$ cat config.mk
export PLATFORM = sky130hd
export DESIGN_NAME = cp0_exc_ctrl
export DESIGN_NICKNAME = d
export VERILOG_FILES = /design/src/rtl/cp0_exc_ctrl_pkg.sv /design/src/rtl/cp0_timer.sv /design/src/rtl/cp0_exc_ctrl.sv
export SDC_FILE = /design/constraint.sdc
export NUM_CORES = 1
export LEC_CHECK = 0
export BUFFER_PORTS_ARGS = -buffer_cell sky130_fd_sc_hd__buf_4
export CORE_AREA = 2 2 130 132
export DETAILED_ROUTE_END_ITERATION = 12
export DIE_AREA = 0 0 132 134
export GPL_ROUTABILITY_DRIVEN = 1
export HOLD_SLACK_MARGIN = 0.02
export PLACE_DENSITY = 0.7
export SLEW_MARGIN = 15
export SYNTH_ARGS = -nofsm -noshare
export SYNTH_HDL_FRONTEND = slang
export SYNTH_HIERARCHICAL = 1
export SYNTH_SLANG_ARGS = --single-unit
$ cat constraint.sdc
create_clock -name clk -period 1.7 [get_ports clk]
set_input_delay 0.085 -clock clk [delete_from_list [all_inputs] [get_ports clk]]
set_output_delay 0.085 -clock clk [all_outputs]
set_load 0.02 [all_outputs]
$ cat src/rtl/cp0_exc_ctrl_pkg.sv
// Shared CP0 exception constants: ExcCodes, exception vector, flush FSM encoding.
// Pure declarations; no timing or flow control of its own.
package cp0_exc_ctrl_pkg;

  localparam logic [31:0] EXC_VEC_DEF = 32'hBFC0_0380;

  localparam logic [4:0] EXC_INT  = 5'h00;
  localparam logic [4:0] EXC_ADEL = 5'h04;
  localparam logic [4:0] EXC_ADES = 5'h05;
  localparam logic [4:0] EXC_SYS  = 5'h08;
  localparam logic [4:0] EXC_BP   = 5'h09;
  localparam logic [4:0] EXC_RI   = 5'h0A;
  localparam logic [4:0] EXC_OV   = 5'h0C;

  typedef enum logic {
    ST_IDLE = 1'b0,
    ST_REQ  = 1'b1
  } flush_state_e;

  typedef struct packed {
    logic adel_if;
    logic ri;
    logic ov;
    logic sys;
    logic bp;
    logic adel_ld;
    logic ades;
  } exf_t;

endpackage

$ cat src/rtl/cp0_timer.sv
// CP0 Count/Compare timer: Count advances every second cycle, TI latches on a match.
// All outputs registered, one-cycle update; no backpressure.
module cp0_timer (
  input  logic        clk,
  input  logic        reset,
  input  logic        count_we,
  input  logic        compare_we,
  input  logic [31:0] wdata,
  output logic [31:0] count,
  output logic [31:0] compare,
  output logic        cause_ti
);

  logic tick;

  always_ff @(posedge clk) begin
    if (reset) begin
      tick     <= 1'b0;
      count    <= 32'd0;
      compare  <= 32'd0;
      cause_ti <= 1'b0;
    end else begin
      // A software write restarts the half-rate phase.
      if (count_we) begin
        count <= wdata;
        tick  <= 1'b0;
      end else begin
        tick <= ~tick;
        if (tick) count <= count + 32'd1;
      end

      if (compare_we) begin
        compare  <= wdata;
        cause_ti <= 1'b0;
      end else if (count == compare) begin
        cause_ti <= 1'b1;
      end
    end
  end

endmodule

$ cat src/rtl/cp0_exc_ctrl.sv
// WB-stage exception/ERET commit with prioritiser, redirect handshake FSM and CP0 timer.
// Commit outputs combinational in the WB cycle; flush_req held from the next cycle until flush_ack.
module cp0_exc_ctrl
  import cp0_exc_ctrl_pkg::*;
#(
  parameter logic [31:0] EXC_VEC = EXC_VEC_DEF
) (
  input  logic        clk,
  input  logic        reset,
  input  logic        ws_valid,
  input  logic [31:0] ws_pc,
  input  logic        ws_bd,
  input  logic [6:0]  ws_exf,
  input  logic [31:0] ws_badvaddr,
  input  logic        ws_eret,
  input  logic        status_ie,
  input  logic        status_exl,
  input  logic [7:0]  status_im,
  input  logic [1:0]  cause_ip_sw,
  input  logic [5:0]  int_in,
  input  logic [31:0] cp0_epc,
  input  logic        count_we,
  input  logic        compare_we,
  input  logic [31:0] cp0_wdata,
  output logic        wb_ex,
  output logic [4:0]  wb_excode,
  output logic        wb_bd,
  output logic [31:0] wb_epc,
  output logic        badvaddr_we,
  output logic [31:0] wb_badvaddr,
  output logic        eret_flush,
  output logic        flush_req,
  output logic [31:0] flush_pc,
  input  logic        flush_ack,
  output logic [31:0] count,
  output logic [31:0] compare,
  output logic        cause_ti
);

  exf_t         exf;
  logic [7:0]   ip_vec;
  logic         int_pend;
  logic         has_exc;
  logic         commit;
  logic [4:0]   pri_code;
  logic         pri_badv;
  logic [31:0]  pri_badv_val;
  flush_state_e state_q, state_d;
  logic [31:0]  flush_pc_q, flush_pc_d;

  assign exf      = exf_t'(ws_exf);
  // Timer interrupt shares IP7 with the top hardware line.
  assign ip_vec   = {cause_ti | int_in[5], int_in[4:0], cause_ip_sw};
  assign int_pend = (|(ip_vec & status_im)) & status_ie & ~status_exl;
  assign has_exc  = int_pend | (|ws_exf);
  assign commit   = (state_q == ST_IDLE) & ws_valid & ~reset;

  always_comb begin
    pri_code     = EXC_INT;
    pri_badv     = 1'b0;
    pri_badv_val = 32'd0;
    if (int_pend) begin
      pri_code = EXC_INT;
    end else if (exf.adel_if) begin
      pri_code     = EXC_ADEL;
      pri_badv     = 1'b1;
      pri_badv_val = ws_pc;
    end else if (exf.ri) begin
      pri_code = EXC_RI;
    end else if (exf.ov) begin
      pri_code = EXC_OV;
    end else if (exf.sys) begin
      pri_code = EXC_SYS;
    end else if (exf.bp) begin
      pri_code = EXC_BP;
    end else if (exf.adel_ld) begin
      pri_code     = EXC_ADEL;
      pri_badv     = 1'b1;
      pri_badv_val = ws_badvaddr;
    end else if (exf.ades) begin
      pri_code     = EXC_ADES;
      pri_badv     = 1'b1;
      pri_badv_val = ws_badvaddr;
    end
  end

  always_comb begin
    state_d     = state_q;
    flush_pc_d  = flush_pc_q;
    wb_ex       = 1'b0;
    wb_excode   = 5'd0;
    wb_bd       = 1'b0;
    wb_epc      = 32'd0;
    badvaddr_we = 1'b0;
    wb_badvaddr = 32'd0;
    eret_flush  = 1'b0;
    flush_req   = 1'b0;
    case (state_q)
      ST_IDLE: begin
        // An exception always wins over a coincident ERET.
        if (commit && has_exc) begin
          wb_ex       = 1'b1;
          wb_excode   = pri_code;
          wb_bd       = ws_bd;
          wb_epc      = ws_bd ? ws_pc - 32'd4 : ws_pc;
          badvaddr_we = pri_badv;
          wb_badvaddr = pri_badv_val;
          state_d     = ST_REQ;
          flush_pc_d  = EXC_VEC;
        end else if (commit && ws_eret) begin
          eret_flush = 1'b1;
          state_d    = ST_REQ;
          flush_pc_d = cp0_epc;
        end
      end
      ST_REQ: begin
        flush_req = 1'b1;
        if (flush_ack) state_d = ST_IDLE;
      end
      default: state_d = ST_IDLE;
    endcase
  end

  always_ff @(posedge clk) begin
    if (reset) begin
      state_q    <= ST_IDLE;
      flush_pc_q <= 32'd0;
    end else begin
      state_q    <= state_d;
      flush_pc_q <= flush_pc_d;
    end
  end

  assign flush_pc = flush_pc_q;

  cp0_timer u_timer (
    .clk        (clk),
    .reset      (reset),
    .count_we   (count_we),
    .compare_we (compare_we),
    .wdata      (cp0_wdata),
    .count      (count),
    .compare    (compare),
    .cause_ti   (cause_ti)
  );

endmodule

# Word level (Yosys, flattened, before mapping)
# Index checks and enable logic that the tools add are counted.
# Widths: inputs -> output; s select.
[word_totals] elab_cells=77 in_bits=161 reg_bits=99 output_inout_bits=171
[classes] n_mux=48 n_eq_ne=1 addsub=2 n_reduce_logical=9 n_bitwise=11
[ops] op="$mux 32" n=17
[ops] op="$add 32x1->32 const B" n=1
[ops] op="$eq 32x32->1" n=1
[ops] op="$sub 32x3->32 const B" n=1
[ops] op="$mux 4" n=6
[ops] op="$mux 1" n=20
[ops] op="$mux 5" n=2
[ops] op="$and 8x8->8" n=1
[ops] op="$reduce_or 8->1" n=1
[ops] op="$reduce_or 7->1" n=1
[ops] op="$mux 3" n=2
[ops] op="$and 1x1->1" n=4
[ops] op="$not 1->1" n=4
[ops] op="$reduce_bool 2->1" n=2
[ops] op="$reduce_or 2->1" n=2
[ops] op="$logic_and 1x1->1" n=2
[ops] op="$or 1x1->1" n=2
[ops] op="$pmux 1 s2" n=1
[ops] op="$reduce_and 2->1" n=1

# Longest topological paths before layout
[logic_depth] word_depth=10 mapped_depth=8 ltp_nobuf=7

# Hierarchy
# Netlist, hierarchy kept.
[by_module_without_submodules] mod="cp0_timer" cells_per_inst=374 instances=1 seq_area_each_um2=1321.3 area_each_um2=3355.7
[by_module_without_submodules] mod="cp0_exc_ctrl" cells_per_inst=328 instances=1 seq_area_each_um2=660.6 area_each_um2=2469.9

# Least setup slack after synthesis
# OpenSTA, ideal clock, no wires.
[synth_path] path_type="input port to output port" from="input port ws_pc[12]" to="output port wb_epc[31]" path_buffers=1 cell_stages=6 t_required_ns=1.615 arrival_ns=1.877 slack_ns=-0.262 path_cell_list="buf_2 nor3_2 nand4_2 or4_4 or4b_1 a21oi_1"
[synth_via] elab_chain_len=4
[synth_rtl] element="from (decl)" line_no="cp0_exc_ctrl.sv:11" text="input logic [31:0] ws_pc,"
[synth_rtl] element="$sub 32x3->32" line_no="cp0_exc_ctrl.sv:105" text="wb_epc = ws_bd ? ws_pc - 32'd4 : ws_pc;"
[synth_rtl] element="$mux 32" line_no="cp0_exc_ctrl.sv:105"
[synth_rtl] element="$mux 32" line_no="cp0_exc_ctrl.sv:101" text="if (commit && has_exc) begin"
[synth_rtl] element="$mux 32" line_no="cp0_exc_ctrl.sv:98" text="case (state_q)"
[synth_rtl] element="to (decl)" line_no="cp0_exc_ctrl.sv:28" text="output logic [31:0] wb_epc,"
# Every way passes these cells.

# Worst setup path in the final report
[layout_path] from="register u_timer.cause_ti" to="output port wb_badvaddr[8]"
[layout_via] elab_chain_len=9 elab_cells_between_ends=10 cone_classes="mux: 3; bitwise: 5; reduce/logical: 2"
[layout_rtl] element="from (decl)" line_no="cp0_timer.sv:11" text="output logic cause_ti"
[layout_rtl] element="from (signal assigned)" line_no="cp0_timer.sv:21" text="cause_ti <= 1'b0;"
[layout_rtl] element="from (signal assigned)" line_no="cp0_timer.sv:34" text="cause_ti <= 1'b0;"
[layout_rtl] element="from (signal assigned)" line_no="cp0_timer.sv:36" text="cause_ti <= 1'b1;"
[layout_rtl] element="$or 1x1->1 (*)" line_no="cp0_exc_ctrl.sv:53" text="assign ip_vec = {cause_ti | int_in[5], int_in[4:0], cause_ip_sw};"
[layout_rtl] element="$and 8x8->8 (*)" line_no="cp0_exc_ctrl.sv:54" text="assign int_pend = (|(ip_vec & status_im)) & status_ie & ~status_exl;"
[layout_rtl] element="$reduce_or 8->1 (*)" line_no="cp0_exc_ctrl.sv:54"
[layout_rtl] element="$and 1x1->1 (*) (2 in series)" line_no="cp0_exc_ctrl.sv:54"
[layout_rtl] element="$or 1x1->1" line_no="cp0_exc_ctrl.sv:55" text="assign has_exc = int_pend | (|ws_exf);"
[layout_rtl] element="$logic_and 1x1->1" line_no="cp0_exc_ctrl.sv:101"
[layout_rtl] element="$mux 32 (*)" line_no="cp0_exc_ctrl.sv:101"
[layout_rtl] element="$mux 32 (*)" line_no="cp0_exc_ctrl.sv:98"
[layout_rtl] element="to (decl)" line_no="cp0_exc_ctrl.sv:30" text="output logic [31:0] wb_badvaddr,"
# Every way passes the cells marked *; elsewhere a longest branch is shown, timed or not.

==> impl_results.md <==
* Status: finished, violations left
* Failing checks: setup timing
* Final count of pins violating max slew at 0
* Post-synth EDFFs at 0
* FF-to-FF setup slack at -100 ps
* Max_cap viols at 0
* Largest cells by area after synthesis: dfxtp_1, mux2i_1, xnor2_1
* CTS Buf Count at 9
* Synth Warn # at 6
* ANT nets after route at 0
* Via count at 7612
* Post-Syn Area per Cell at 8.30 um^2
* Synth cell types at 54
* Mapped cell area at 0.00583 mm^2
* CP Max Fanout at 5
* Leak at 5.13 nW
* Slew @ Worst Pin at 680 ps
* Wire per inst at 21.8 um
* Pwr per Cell Area at 596 mW/mm^2
* Final setup violation count at 78
* GR Overflow Total at 0
* Finished Layout Cells at 1427
* Row count at 47
* Finished Cell Area at 0.0117 mm^2
* Clk Latency, worst-skew pair at 360 ps
* Share of layout cells above drive strength 1 at 51.9%
* WP data arrival at 1970 ps
* Commonest cells post-synth: nor2_1, dfxtp_1, mux2i_1, xnor2_1, nand2_1
* Initial Utilization at 35.8%
* Routed WL at 31.1 mm
* RSZ-0062 raised after global routing: yes
* CTS root buf: clkbuf_16
* Final setup margin at -358 ps
* Routability cong. at 1.09
* Top-count cell post-synth: nor2_1
* Flop and latch count out of synthesis at 99
* Dominant cell type by area after synthesis: dfxtp_1
* Skew final at 13.7 ps
* Largest net degree at the start of global routing at 82
* Area Overhead vs Synth at 102%
* Primary FF master, synth: dfxtp_1
* Ports at 332
* Vias in the first global route at 7308
* Post-synth top area share at 34.0%
* Placed cell count at 1312
* Bufs on Longest Clock Path at 2
* H-tree depth at 3
* PortBufs at 330
* HP Class: in -> reg
* Peak supply drop at 0.000602 V
* Min Clock Period, post-route at 2060 ps
* Sequential-to-total area share from yosys stat at 34.0%
* Final Cycle Share at 121%
* HPWL after DPL at 21.2 mm
* Final net count at 1360
* Fin Setup TNS at -17740 ps
* CP endpoint kind: primary output
* Core Region at 0.0163 mm^2
* Worst Path Required at 1620 ps
* Drt drc at 0
* Mapped Cells at 702
* TritonCTS clock tree: built
* Drt via density at 5.33
* Clock transition at path regs at 80 ps
* Post-synthesis net count at 865
* Antenna violations before repair at 5
* Slew Limit Headroom at 54.7%
* Die area at 0.0177 mm^2
* CTS sink cnt at 99
* First-pass GRT wire length at 44.2 mm
* Total track usage at 32.8%
* Max Freq at 486 MHz
* Final Hold Vio Count at 0
* End-of-flow core utilization at 72.1%
* Ys async rst share at 0%
* Die X at 132 um
* Worst setup path category: reg -> out
* CP Launch Type: register
* Height of the die at 134 um
* 1st-pass router iterations at 4
* Drt initial violations at 564
* Dpl cell area at 0.00933 mm^2
==> metrics by stage <==
stage | setup WS (ps) | hold slack [ps] | power [mW]
2_1_floorplan | -82.2 | 154 | 3.40
4_1_cts | -342 | 20.2 | 6.91
6_report | -358 | 33.0 | 6.99
3_3_place_gp | -391 | 302 | 4.41
3_5_place_dp | -397 | 306 | 4.42
5_1_grt | -412 | 55.9 | 7.23
==> cells in the final DEF, fill, tap and decap left out, drive strengths merged, types with 2 or more instances in the layout <==
| cell type | synthesis | final |
|---|---|---|
| xor2 | 19 | 19 |
| a211oi | 18 | 18 |
| buf | 14 | 465 |
| nor2 | 131 | 131 |
| clkinv | 0 | 4 |
| nor3 | 25 | 25 |
| and2 | 6 | 6 |
| ha | 2 | 2 |
| a31oi | 12 | 12 |
| nor2b | 4 | 4 |
| and3 | 5 | 5 |
| o21a | 2 | 2 |
| nor4 | 16 | 16 |
| or4 | 5 | 5 |
| diode | 0 | 5 |
| or3 | 8 | 8 |
| nand4 | 20 | 21 |
| dfxtp | 99 | 99 |
| clkbuf | 33 | 10 |
| inv | 10 | 12 |
| and4 | 8 | 8 |
| nand3 | 16 | 16 |
| o21ai | 7 | 7 |
| mux2i | 67 | 67 |
| a22oi | 2 | 2 |
| o22ai | 2 | 2 |
| nand2 | 47 | 47 |
| xnor2 | 67 | 67 |
| a22o | 20 | 20 |
| o21bai | 2 | 2 |
| dlygate4sd3 | 0 | 64 |
| a21oi | 20 | 20 |
| nor3b | 5 | 5 |
==> timing repair <==
item | 4_1_cts | 5_1_grt
hold endpoints to repair | 76 | 0
gates cloned | 7 | 2
buffers inserted | 17 | 10
setup endpoints to repair | 78 | 115
hold buffers | 64 | 0
gates resized for setup | 231 | 64
pin swaps | 62 | 20
==> power by group <==
group	leakage, nW	internal, mW	switching (mW)
clock network	0.146	1.05	1.07
logic	4.17	1.15	1.17
registers	0.822	2.44	0.113
total	5.13	4.64	2.35
==> flip-flops by register name, summed over array words and instances, names as in the netlist <==
register,cells
flush_pc,32
state_q,1
u_timer/cause_ti,1
u_timer/compare,32
u_timer/count,32
u_timer/tick,1
==> cell families after synthesis <==
group | Yosys count | synth area share [%]
AND/OR/NAND/NOR | 300 | 26.2
XOR/XNOR | 86 | 12.9
AO/OA/AOI/OAI | 90 | 10.7
buffers and inverters | 57 | 4.15
adder cells (fa/ha/maj) | 2 | 0.429
other | 1 | 0.0644
flip-flops | 99 | 34.0
multiplexers | 67 | 11.5
==> critical path, stage by stage, from the launching register on <==
cell      delay [ps]
dfxtp_2          340
o21ai_2          120
and4_4           260
o21ai_4           70
o21bai_4         240
buf_12           190
buf_16           140
nor2_4           100
buf_6            130
==> layer usage <==
| layer | global-route usage, % | vias up | wire, um | share of wire [%] |
|---|---|---|---|---|
| li1 | - | 3473 | - | - |
| met1 | 41.5 | 3659 | 12700 | 41 |
| met2 | 55.4 | 409 | 14900 | 48 |
| met3 | 6.24 | 71 | 2340 | 7.5 |
| met4 | 13.0 | 0 | 1210 | 3.9 |
| met5 | 0 | - | 0 | 0 |
==> worst paths after layout <==
kind	start	end	depth (start not counted)
worst max-delay path	u_timer/cause_ti	wb_badvaddr[8]	8
worst min-delay path	cp0_wdata[28]	u_timer/compare[28]	3
worst max register to register	state_q	flush_pc[26]	9
worst min register to register	flush_pc[10]	flush_pc[10]	1
==> final cells by class <==
cell class              instances  area (um^2)
diodes                          5         12.5
clock buffers                   9          225
clock inverters                 7         80.1
fillers                      1206         4550
inverters                      10         47.5
multi-input cells             547         4380
flip-flops and latches         99         2010
well taps                     220          275
repair buffers                530         4700
Note: power is estimated with default switching activity, not from simulation.
